===== src/rtl/epcs_flash_seq.sv =====
// -----------------------------------------------------------------------------
// epcs_flash_seq
//
// Command sequencer in front of the EPCS/ASMI parallel flash IP. The host side
// issues one command at a time: read byte, write byte, or sector erase. The
// sequencer raises the matching ASMI enable, fires a one-cycle strobe, watches
// busy / data_valid / illegal flags and returns exactly one response per
// accepted command.
//
// Ports
//   clkin               system clock (ASMI clkin is driven from the same net)
//   reset               synchronous, active-low reset
//   cmd_valid/ready     host command handshake (ready only in IDLE)
//   cmd_op              0=read byte, 1=write byte, 2=sector erase, 3=reserved
//   cmd_addr/cmd_wdata  flash address and write data, latched on accept
//   rsp_valid           one-cycle completion pulse
//   rsp_rdata           read data, valid with rsp_valid (0 if none captured)
//   rsp_err             {timeout, no_start, illegal}; all zero = success
//   asmi_*              ASMI controls (outputs) and status (inputs)
// -----------------------------------------------------------------------------
module epcs_flash_seq #(
    parameter int unsigned ADDR_W      = 32,
    parameter int unsigned RISE_MAX    = 16,
    parameter int unsigned TIMEOUT_CYC = 400000000,
    parameter int unsigned RST_CYC     = 8,
    parameter bit          EN4B        = 1'b1
) (
    input  logic              clkin,
    input  logic              reset,
    // host side
    input  logic              cmd_valid,
    output logic              cmd_ready,
    input  logic [1:0]        cmd_op,
    input  logic [ADDR_W-1:0] cmd_addr,
    input  logic [7:0]        cmd_wdata,
    output logic              rsp_valid,
    output logic [7:0]        rsp_rdata,
    output logic [2:0]        rsp_err,
    // ASMI side
    output logic              asmi_read,
    output logic              asmi_rden,
    output logic [ADDR_W-1:0] asmi_addr,
    output logic              asmi_write,
    output logic [7:0]        asmi_datain,
    output logic              asmi_sector_erase,
    output logic              asmi_wren,
    output logic              asmi_en4b_addr,
    output logic              asmi_reset,
    output logic [2:0]        asmi_sce,
    input  logic [7:0]        asmi_dataout,
    input  logic              asmi_busy,
    input  logic              asmi_data_valid,
    input  logic              asmi_illegal_write,
    input  logic              asmi_illegal_erase
);

    // Counter widths: clog2 of each limit holds the terminal value limit-1.
    localparam int RISE_W = (RISE_MAX    > 1) ? $clog2(RISE_MAX)    : 1;
    localparam int TO_W   = (TIMEOUT_CYC > 1) ? $clog2(TIMEOUT_CYC) : 1;
    localparam int RST_W  = (RST_CYC     > 1) ? $clog2(RST_CYC)     : 1;

    localparam logic [RISE_W-1:0] RISE_LAST = RISE_W'(RISE_MAX - 1);
    localparam logic [TO_W-1:0]   TO_LAST   = TO_W'(TIMEOUT_CYC - 1);
    localparam logic [RST_W-1:0]  RST_LAST  = RST_W'(RST_CYC - 1);

    // rsp_err bit positions
    localparam int ERR_ILLEGAL  = 0;
    localparam int ERR_NO_START = 1;
    localparam int ERR_TIMEOUT  = 2;

    typedef enum logic [2:0] {
        S_IDLE,
        S_SETUP,
        S_STROBE,
        S_WAIT_RISE,
        S_WAIT_DONE,
        S_RESP,
        S_ABORT
    } state_e;

    typedef enum logic [1:0] {
        OP_READ  = 2'd0,
        OP_WRITE = 2'd1,
        OP_ERASE = 2'd2,
        OP_RSVD  = 2'd3
    } op_e;

    state_e              state_q,     state_d;
    op_e                 op_q,        op_d;
    logic [RISE_W-1:0]   rise_cnt_q,  rise_cnt_d;
    logic [TO_W-1:0]     to_cnt_q,    to_cnt_d;
    logic [RST_W-1:0]    rst_cnt_q,   rst_cnt_d;
    logic                captured_q,  captured_d;

    logic                cmd_ready_q, cmd_ready_d;
    logic                rsp_valid_q, rsp_valid_d;
    logic [7:0]          rsp_rdata_q, rsp_rdata_d;
    logic [2:0]          rsp_err_q,   rsp_err_d;
    logic                read_q,      read_d;
    logic                write_q,     write_d;
    logic                erase_q,     erase_d;
    logic                rden_q,      rden_d;
    logic                wren_q,      wren_d;
    logic [ADDR_W-1:0]   addr_q,      addr_d;
    logic [7:0]          datain_q,    datain_d;
    logic                areset_q,    areset_d;

    logic                enable_phase;

    // -------------------------------------------------------------------------
    // Next-state and next-output logic
    // -------------------------------------------------------------------------
    always_comb begin
        // NOTE: every signal written here gets a default first, so no path
        // leaves one unassigned and no latch is inferred.
        state_d     = state_q;
        op_d        = op_q;
        rise_cnt_d  = rise_cnt_q;
        to_cnt_d    = to_cnt_q;
        rst_cnt_d   = rst_cnt_q;
        captured_d  = captured_q;
        rsp_rdata_d = rsp_rdata_q;
        rsp_err_d   = rsp_err_q;
        addr_d      = addr_q;
        datain_d    = datain_q;

        // Read data may arrive before or after busy rises; only the first
        // data_valid of a read command is kept.
        if ((state_q == S_WAIT_RISE || state_q == S_WAIT_DONE) &&
            op_q == OP_READ && asmi_data_valid && !captured_q) begin
            rsp_rdata_d = asmi_dataout;
            captured_d  = 1'b1;
        end

        case (state_q)
            S_IDLE: begin
                if (cmd_valid && cmd_ready_q) begin
                    op_d        = op_e'(cmd_op);
                    addr_d      = cmd_addr;
                    datain_d    = cmd_wdata;
                    rsp_rdata_d = 8'h00;
                    rsp_err_d   = 3'b000;
                    captured_d  = 1'b0;
                    if (op_e'(cmd_op) == OP_RSVD) begin
                        // Reserved opcode: answer at once, never touch ASMI.
                        rsp_err_d[ERR_ILLEGAL] = 1'b1;
                        state_d                = S_RESP;
                    end else begin
                        state_d = S_SETUP;
                    end
                end
            end

            S_SETUP: begin
                state_d = S_STROBE;
            end

            S_STROBE: begin
                rise_cnt_d = '0;
                state_d    = S_WAIT_RISE;
            end

            S_WAIT_RISE: begin
                // A busy seen on the terminal count still counts as a start.
                if (asmi_busy) begin
                    to_cnt_d = '0;
                    state_d  = S_WAIT_DONE;
                end else if (rise_cnt_q == RISE_LAST) begin
                    rsp_err_d[ERR_NO_START] = 1'b1;
                    state_d                 = S_RESP;
                end else begin
                    rise_cnt_d = rise_cnt_q + RISE_W'(1);
                end
            end

            S_WAIT_DONE: begin
                if (asmi_illegal_write || asmi_illegal_erase) begin
                    rsp_err_d[ERR_ILLEGAL] = 1'b1;
                end
                if (!asmi_busy) begin
                    state_d = S_RESP;
                end else if (to_cnt_q == TO_LAST) begin
                    rsp_err_d[ERR_TIMEOUT] = 1'b1;
                    rst_cnt_d              = '0;
                    state_d                = S_ABORT;
                end else begin
                    to_cnt_d = to_cnt_q + TO_W'(1);
                end
            end

            S_ABORT: begin
                if (rst_cnt_q == RST_LAST) begin
                    state_d = S_RESP;
                end else begin
                    rst_cnt_d = rst_cnt_q + RST_W'(1);
                end
            end

            S_RESP: begin
                // The error code is only meaningful alongside rsp_valid.
                rsp_err_d = 3'b000;
                state_d   = S_IDLE;
            end

            default: begin
                state_d = S_IDLE;
            end
        endcase

        // Outputs are derived from the next state so that, once registered,
        // they line up exactly with the state they belong to.
        enable_phase = (state_d == S_SETUP)     || (state_d == S_STROBE) ||
                       (state_d == S_WAIT_RISE) || (state_d == S_WAIT_DONE);

        cmd_ready_d = (state_d == S_IDLE);
        rsp_valid_d = (state_d == S_RESP);
        areset_d    = (state_d == S_ABORT);
        rden_d      = enable_phase && (op_d == OP_READ);
        wren_d      = enable_phase && (op_d != OP_READ);
        read_d      = (state_d == S_STROBE) && (op_d == OP_READ);
        write_d     = (state_d == S_STROBE) && (op_d == OP_WRITE);
        erase_d     = (state_d == S_STROBE) && (op_d == OP_ERASE);
    end

    // -------------------------------------------------------------------------
    // State and output registers
    // -------------------------------------------------------------------------
    // NOTE: sequential state uses non-blocking assignments only, so every flop
    // samples the pre-edge value of every other flop.
    always_ff @(posedge clkin) begin
        if (!reset) begin
            // Reset aborts any command without a response and holds the ASMI
            // in reset; asmi_reset drops on the first cycle after release.
            state_q     <= S_IDLE;
            op_q        <= OP_READ;
            rise_cnt_q  <= '0;
            to_cnt_q    <= '0;
            rst_cnt_q   <= '0;
            captured_q  <= 1'b0;
            cmd_ready_q <= 1'b0;
            rsp_valid_q <= 1'b0;
            rsp_rdata_q <= 8'h00;
            rsp_err_q   <= 3'b000;
            read_q      <= 1'b0;
            write_q     <= 1'b0;
            erase_q     <= 1'b0;
            rden_q      <= 1'b0;
            wren_q      <= 1'b0;
            addr_q      <= '0;
            datain_q    <= 8'h00;
            areset_q    <= 1'b1;
        end else begin
            state_q     <= state_d;
            op_q        <= op_d;
            rise_cnt_q  <= rise_cnt_d;
            to_cnt_q    <= to_cnt_d;
            rst_cnt_q   <= rst_cnt_d;
            captured_q  <= captured_d;
            cmd_ready_q <= cmd_ready_d;
            rsp_valid_q <= rsp_valid_d;
            rsp_rdata_q <= rsp_rdata_d;
            rsp_err_q   <= rsp_err_d;
            read_q      <= read_d;
            write_q     <= write_d;
            erase_q     <= erase_d;
            rden_q      <= rden_d;
            wren_q      <= wren_d;
            addr_q      <= addr_d;
            datain_q    <= datain_d;
            areset_q    <= areset_d;
        end
    end

    assign cmd_ready         = cmd_ready_q;
    assign rsp_valid         = rsp_valid_q;
    assign rsp_rdata         = rsp_rdata_q;
    assign rsp_err           = rsp_err_q;
    assign asmi_read         = read_q;
    assign asmi_write        = write_q;
    assign asmi_sector_erase = erase_q;
    assign asmi_rden         = rden_q;
    assign asmi_wren         = wren_q;
    assign asmi_addr         = addr_q;
    assign asmi_datain       = datain_q;
    assign asmi_reset        = areset_q;

    // Static straps.
    assign asmi_en4b_addr    = EN4B;
    assign asmi_sce          = 3'b000;

endmodule


===== config.mk =====
export PLATFORM = sky130hd
export DESIGN_NAME = epcs_flash_seq
export DESIGN_NICKNAME = d
export VERILOG_FILES = /design/src/rtl/epcs_flash_seq.sv
export SDC_FILE = /design/constraint.sdc
export NUM_CORES = 1
export LEC_CHECK = 0
export CORE_MARGIN = 1
export CORE_UTILIZATION = 45
export CTS_CLUSTER_DIAMETER = 40
export DETAILED_ROUTE_END_ITERATION = 8
export PLACE_DENSITY = 0.76
export SLEW_MARGIN = 15
export SYNTH_ARGS = -nofsm -noshare
export SYNTH_HDL_FRONTEND = slang
export SYNTH_SLANG_ARGS = --single-unit

===== constraint.sdc =====
create_clock -name clkin -period 2.7 [get_ports clkin]
set_input_delay 0.81 -clock clkin [delete_from_list [all_inputs] [get_ports clkin]]
set_output_delay 0.81 -clock clkin [all_outputs]
set_load 0.01 [all_outputs]

; ---- Yosys cells after proc, flatten, opt, wreduce, memory -nomap -nowiden
; Index checks and enable logic that the tools add are counted.
[totals]
register_bits = 101
inputBits = 57
out_inout_bits = 63
elab_cells = 120
[classes]
addsub = 3
n_eq_ne = 28
muxes = 37
n_reduce_logical = 32
[ops]
columns = cell, count
row1 = 29-bit two-way mux, 3
row2 = 29-bit one-hot mux with 2 select lines, 1
row3 = 3-bit two-way mux, 11
row4 = "29-bit by 1-bit adder with 29-bit output, second input constant", 1
row5 = "29-bit == test, second input constant", 1
row6 = 8-bit two-way mux, 3
row7 = "3-bit == test, second input constant", 7
row8 = 3-bit one-hot mux with 6 select lines, 1
row9 = 4-bit AND reduction, 4
row10 = "2-bit inequality test, second input constant", 7
row11 = "3-bit by 2-bit == test with 1-bit output, second input constant", 4
row12 = 1-bit logical AND, 9
row13 = 1-bit two-way mux, 9
row14 = 1-bit one-hot mux with 3 select lines, 3
row15 = 4-bit two-way mux, 2
row16 = 4-bit one-hot mux with 2 select lines, 1
row17 = 2-bit nonzero test, 4
row18 = "3-bit by 1-bit == test with 1-bit output, second input constant", 2
row19 = 3-bit zero test, 2
row20 = "2-bit by 1-bit inequality test with 1-bit output, second input constant", 3
row21 = 3-bit one-hot mux with 2 select lines, 1
row22 = 3-bit AND reduction, 2
row23 = 3-bit nonzero test, 2
row24 = 1-bit logical OR, 5
row25 = other kinds (9), 12

; ---- Longest topological paths before layout
[logic_depth]
word_depth = 9
ltp_mapped = 9
depth_no_buf = 8

; ---- Least setup slack after synthesis
; No wires, ideal clock.
[synth_timing]
kind = in2reg
start = in cmd_valid
end = reg addr_q[0] (netlist: asmi_addr[0])
setup_time_ps = 70
arrival_ps = 1952
required_time_ps = 2630
slack_ps = 677
stages = 6
n_path_buf = 1
cell_sequence = nand2_1 > or3_1 > nor2_1 > clkbuf_1 > nand2_1 > a21oi_1
[synth_between]
elab_chain_len = 2
[synth_rtl]
columns = element, line_no
row1 = start: declaration, 31  ; input logic cmd_valid,
row2 = 1-bit logical AND, 137  ; if (cmd_valid && cmd_ready_q) begin
row3 = 2-bit AND reduction (no line), n/a
row4 = end signal: assignment, 268  ; addr_q <= addr_d;
row5 = end: declaration, 104  ; logic [ADDR_W-1:0] addr_q, addr_d;
; No other way between the ends.
; A chain may end at the register's enable or synchronous reset.

; ---- Final worst setup path
[layout_timing]
start = in asmi_busy
end = reg to_cnt_q[28]
[layout_between]
elab_chain_len = 2
word_cells_on_any_way = 3
classes_between = eq/ne: 2 / reduce/logical: 1
[layout_rtl]
columns = element, line_no
row1 = start: declaration, 51  ; input logic asmi_busy,
row2 = 2-bit inequality test (no line), n/a
row3 = 4-bit AND reduction (no line) *, n/a
row4 = end signal: assignment, 256  ; to_cnt_q <= to_cnt_d;
row5 = end: declaration, 91  ; logic [TO_W-1:0] to_cnt_q, to_cnt_d;
; Every way passes the cells marked *; elsewhere a longest branch is shown, timed or not.

==> impl_results.md <==
- Clock share of power: 0.290
- Final setup viols: 0
- Psw: 1.062 mW
- Die Span X: between 100 and 150 um
- Pre-CTS WS: 42.41 ps
- H-tree depth: 3
- TritonCTS clock tree: built
- Yosys top cell area share: 0.4649
- Post-synth ARST share: 0
- Sequential area share after synthesis: 0.4649
- VDD IR max: approximately 0.38 mV
- Wire length per cell: 13.59 um
- Global-route wire length before repair: approximately 17,000 um
- Status: finished clean
- Setup TNS: 0 ps
- Final Cycle Share: 0.8384
- Mapped cell area: 4349 sq um
- Max-Cap Viols: 0
- Post_cts resized: 0
- Internal: 2.604 mW
- Sequential share of power: 0.467
- Port bufs: 115
- Data arrival, critical path: 2510 ps
- Clock Sinks: 101
- Dominant cell type by area after synthesis: dfxtp_1
- Clock Path Buffers: 2
- Worst setup SP type: input port
- # diodes: 0
- Maximum clock frequency: 441.7 MHz
- Total track usage: 0.2162
- Nets: 701
- RSZ-0062 raised after global routing: no
- CTS Hold Bufs: 0
- Yosys reg bits: between 100 and 150
- Count of cell types in the netlist: between 50 and 60
- CP Class: in -> reg
- Clock-pin slew on the worst setup and hold paths: 100 ps
- Post-detail-place hpwl: 7578 um
- RD Place Congestion: approximately 0.85
- Worst setup margin: between 400 and 500 ps
- Starting density of the core: 0.4685
- Comb pwr share: 0.243
- Core area: about 9300 sq um
- Rows: 35
- Rel. slew slack: 0.6485
- Synthesized area per cell: 8.237 sq um
- Height of the die: 100.3 um
- PwrDens: 622.7 nW/um^2
- P&R area growth vs syn: 35.36%
- Gr ovfl total: 0
- Switch share: 0.2897
- EDFF count, synth: 0
- WL final: 10,520 um
- Via/cell ratio: 5.202
- CP Capture Type: flip-flop
- Worst-margin pin slew: 526.5 ps
- Initial DRC count: about 160
- Fill count: about 830
- CTS buffer count: 9
- Share of cells above drive strength 1: 0.07287
- Die ar.: 10,060 sq um
- Root Buffer: clkbuf_8
- Clock Latency Late Sink: 370 ps
- Top cells by area, synth: dfxtp_1 46%, nand2_1 9.8%, a21oi_1 7.9%, xnor2_1 3.8%, nor2_1 3.8%
- Drt drc: 0
- ANT nets after route: 0
- Worst Skew: 13.30 ps
- Antenna violations before repair: 0
- Tightest Hold Check Type: reg -> reg
- Max-slew violations: 0
- Via count: 4,026
- Syn Inst Count: 528
- DRT Pass-1 Iters: 5
- Crit path time final: 2264 ps
- Top FF cell, synth: dfxtp_1
- Crit-path max FO: 7
- Crit path required time: 2950 ps
- Vias in the first global route: 3,791
- Setup Buffers After CTS: 0
- Static Leak: just under 2 nW
- Num ports: 120
- Fin. Hold Viols: 0
- Largest net degree at the start of global routing: 45
- Syn. warnings: 0
layout make-up:
class	count	area [sq um]	share of cell area
clock buffer	10	137.6	0.02338
multi-input combinational	388	2150	0.3651
timing repair buffer	131	1296	0.2202
clock inverter	6	86.33	0.01467
sequential	101	2022	0.3435
inverter	9	33.78	0.005739
tap	129	161.4	0.02742
path summary, 6_finish.rpt:
kind | cells after the start | to | from | slack [ps]
max | 6 | to_cnt_q[28] | asmi_busy | 440
min | 2 | asmi_addr[6] | asmi_addr[6] | 460
min reg2reg | 2 | asmi_addr[6] | asmi_addr[6] | 460
max reg2reg | 6 | to_cnt_q[28] | state_q[0] | 450
power groups by stage:
stage / Combinational (mW) / Sequential, mW / Clock, mW
4_1_cts: 0.898 / 1.71 / 1.09
2_1_floorplan: 0.413 / 1.77 / 0
3_5_place_dp: 0.891 / 1.75 / 0
5_1_grt: 0.985 / 1.73 / 1.16
6_report: 0.892 / 1.71 / 1.06
3_3_place_gp: 0.884 / 1.74 / 0
kinds of logic (layout without fill, tap and decap cells):
| family | count (synthesis) | in the layout | synth area share |
|---|---|---|---|
| other | 2 | 4 | 0.001727 |
| adder cells (fa/ha/maj) | 4 | 4 | 0.01151 |
| AND/OR/NAND/NOR | 249 | 249 | 0.2865 |
| XOR/XNOR | 20 | 20 | 0.04028 |
| buffers and inverters | 41 | 156 | 0.04315 |
| flip-flops | 101 | 101 | 0.4649 |
| AO/OA/AOI/OAI | 103 | 103 | 0.1335 |
| multiplexers | 8 | 8 | 0.01841 |
metal layers:
metal,global-route usage,share of wire,up-vias
li1,-,-,2036
met1,0.2643,0.42,1833
met2,0.3483,0.47,144
met3,0.09192,0.094,13
met4,0.05909,0.014,0
met5,0,0,-
layout by cell type (no fill, tap or decap), types with 4 or more instances in the layout:
cell type | Yosys | routed
clkbuf_8 | 0 | 10
conb_1 | 2 | 4
nand4_1 | 10 | 10
mux2i_1 | 8 | 8
inv_1 | 9 | 9
xnor2_1 | 19 | 19
clkdlybuf4s50_1 | 0 | 115
nor4_1 | 5 | 5
nor3_1 | 18 | 18
nand3b_1 | 5 | 5
ha_1 | 4 | 4
and4_1 | 5 | 5
nand2_1 | 113 | 113
or3_1 | 5 | 5
nand3_1 | 16 | 16
o21ai_0 | 13 | 13
dfxtp_1 | 101 | 101
buf_4 | 5 | 14
nor2_1 | 44 | 43
a21oi_1 | 69 | 69
metrics by stage:
stage	total power, mW	instance area (sq um)	utilization	hold WS (ps)	cells
2_1_floorplan	2.181	4357	-	430.1	530
3_3_place_gp	2.622	5663	0.6100	440.9	758
3_5_place_dp	2.637	5663	0.6100	449.3	758
4_1_cts	3.699	5887	0.6341	460.7	774
5_1_grt	3.875	5887	0.6341	475.2	774
6_report	3.666	5887	0.6341	456.8	774
synthesized netlist by cell type, drive strengths merged (3+ instances only):
cell / count
dfxtp: 101
nand4: 10
buf: 14
o31ai: 3
or3: 5
a21o: 3
inv: 9
nand3b: 5
and4: 5
nand2b: 3
a21oi: 69
a31oi: 3
nor4: 11
o21ai: 14
nor3: 19
ha: 4
or4: 3
nand2: 113
nor2: 44
mux2i: 8
clkbuf: 18
nand3: 16
and3: 3
xnor2: 19
critical path, stage by stage:
cell and delay [ps]:
clkdlybuf4s50_1 520, o21ai_2 100, or3_1 560, nor4_4 320, xnor2_1 150, nor2_1 50
state kept, by name (all words and copies together) (netlist names), 2 cells and up:
register and count:
rsp_rdata 8, asmi_datain 8, rst_cnt_q 3, op_q 2
asmi_addr 32, state_q 3, rise_cnt_q 4, rsp_err 3
to_cnt_q 29
Power figures use the tool's default switching activity.
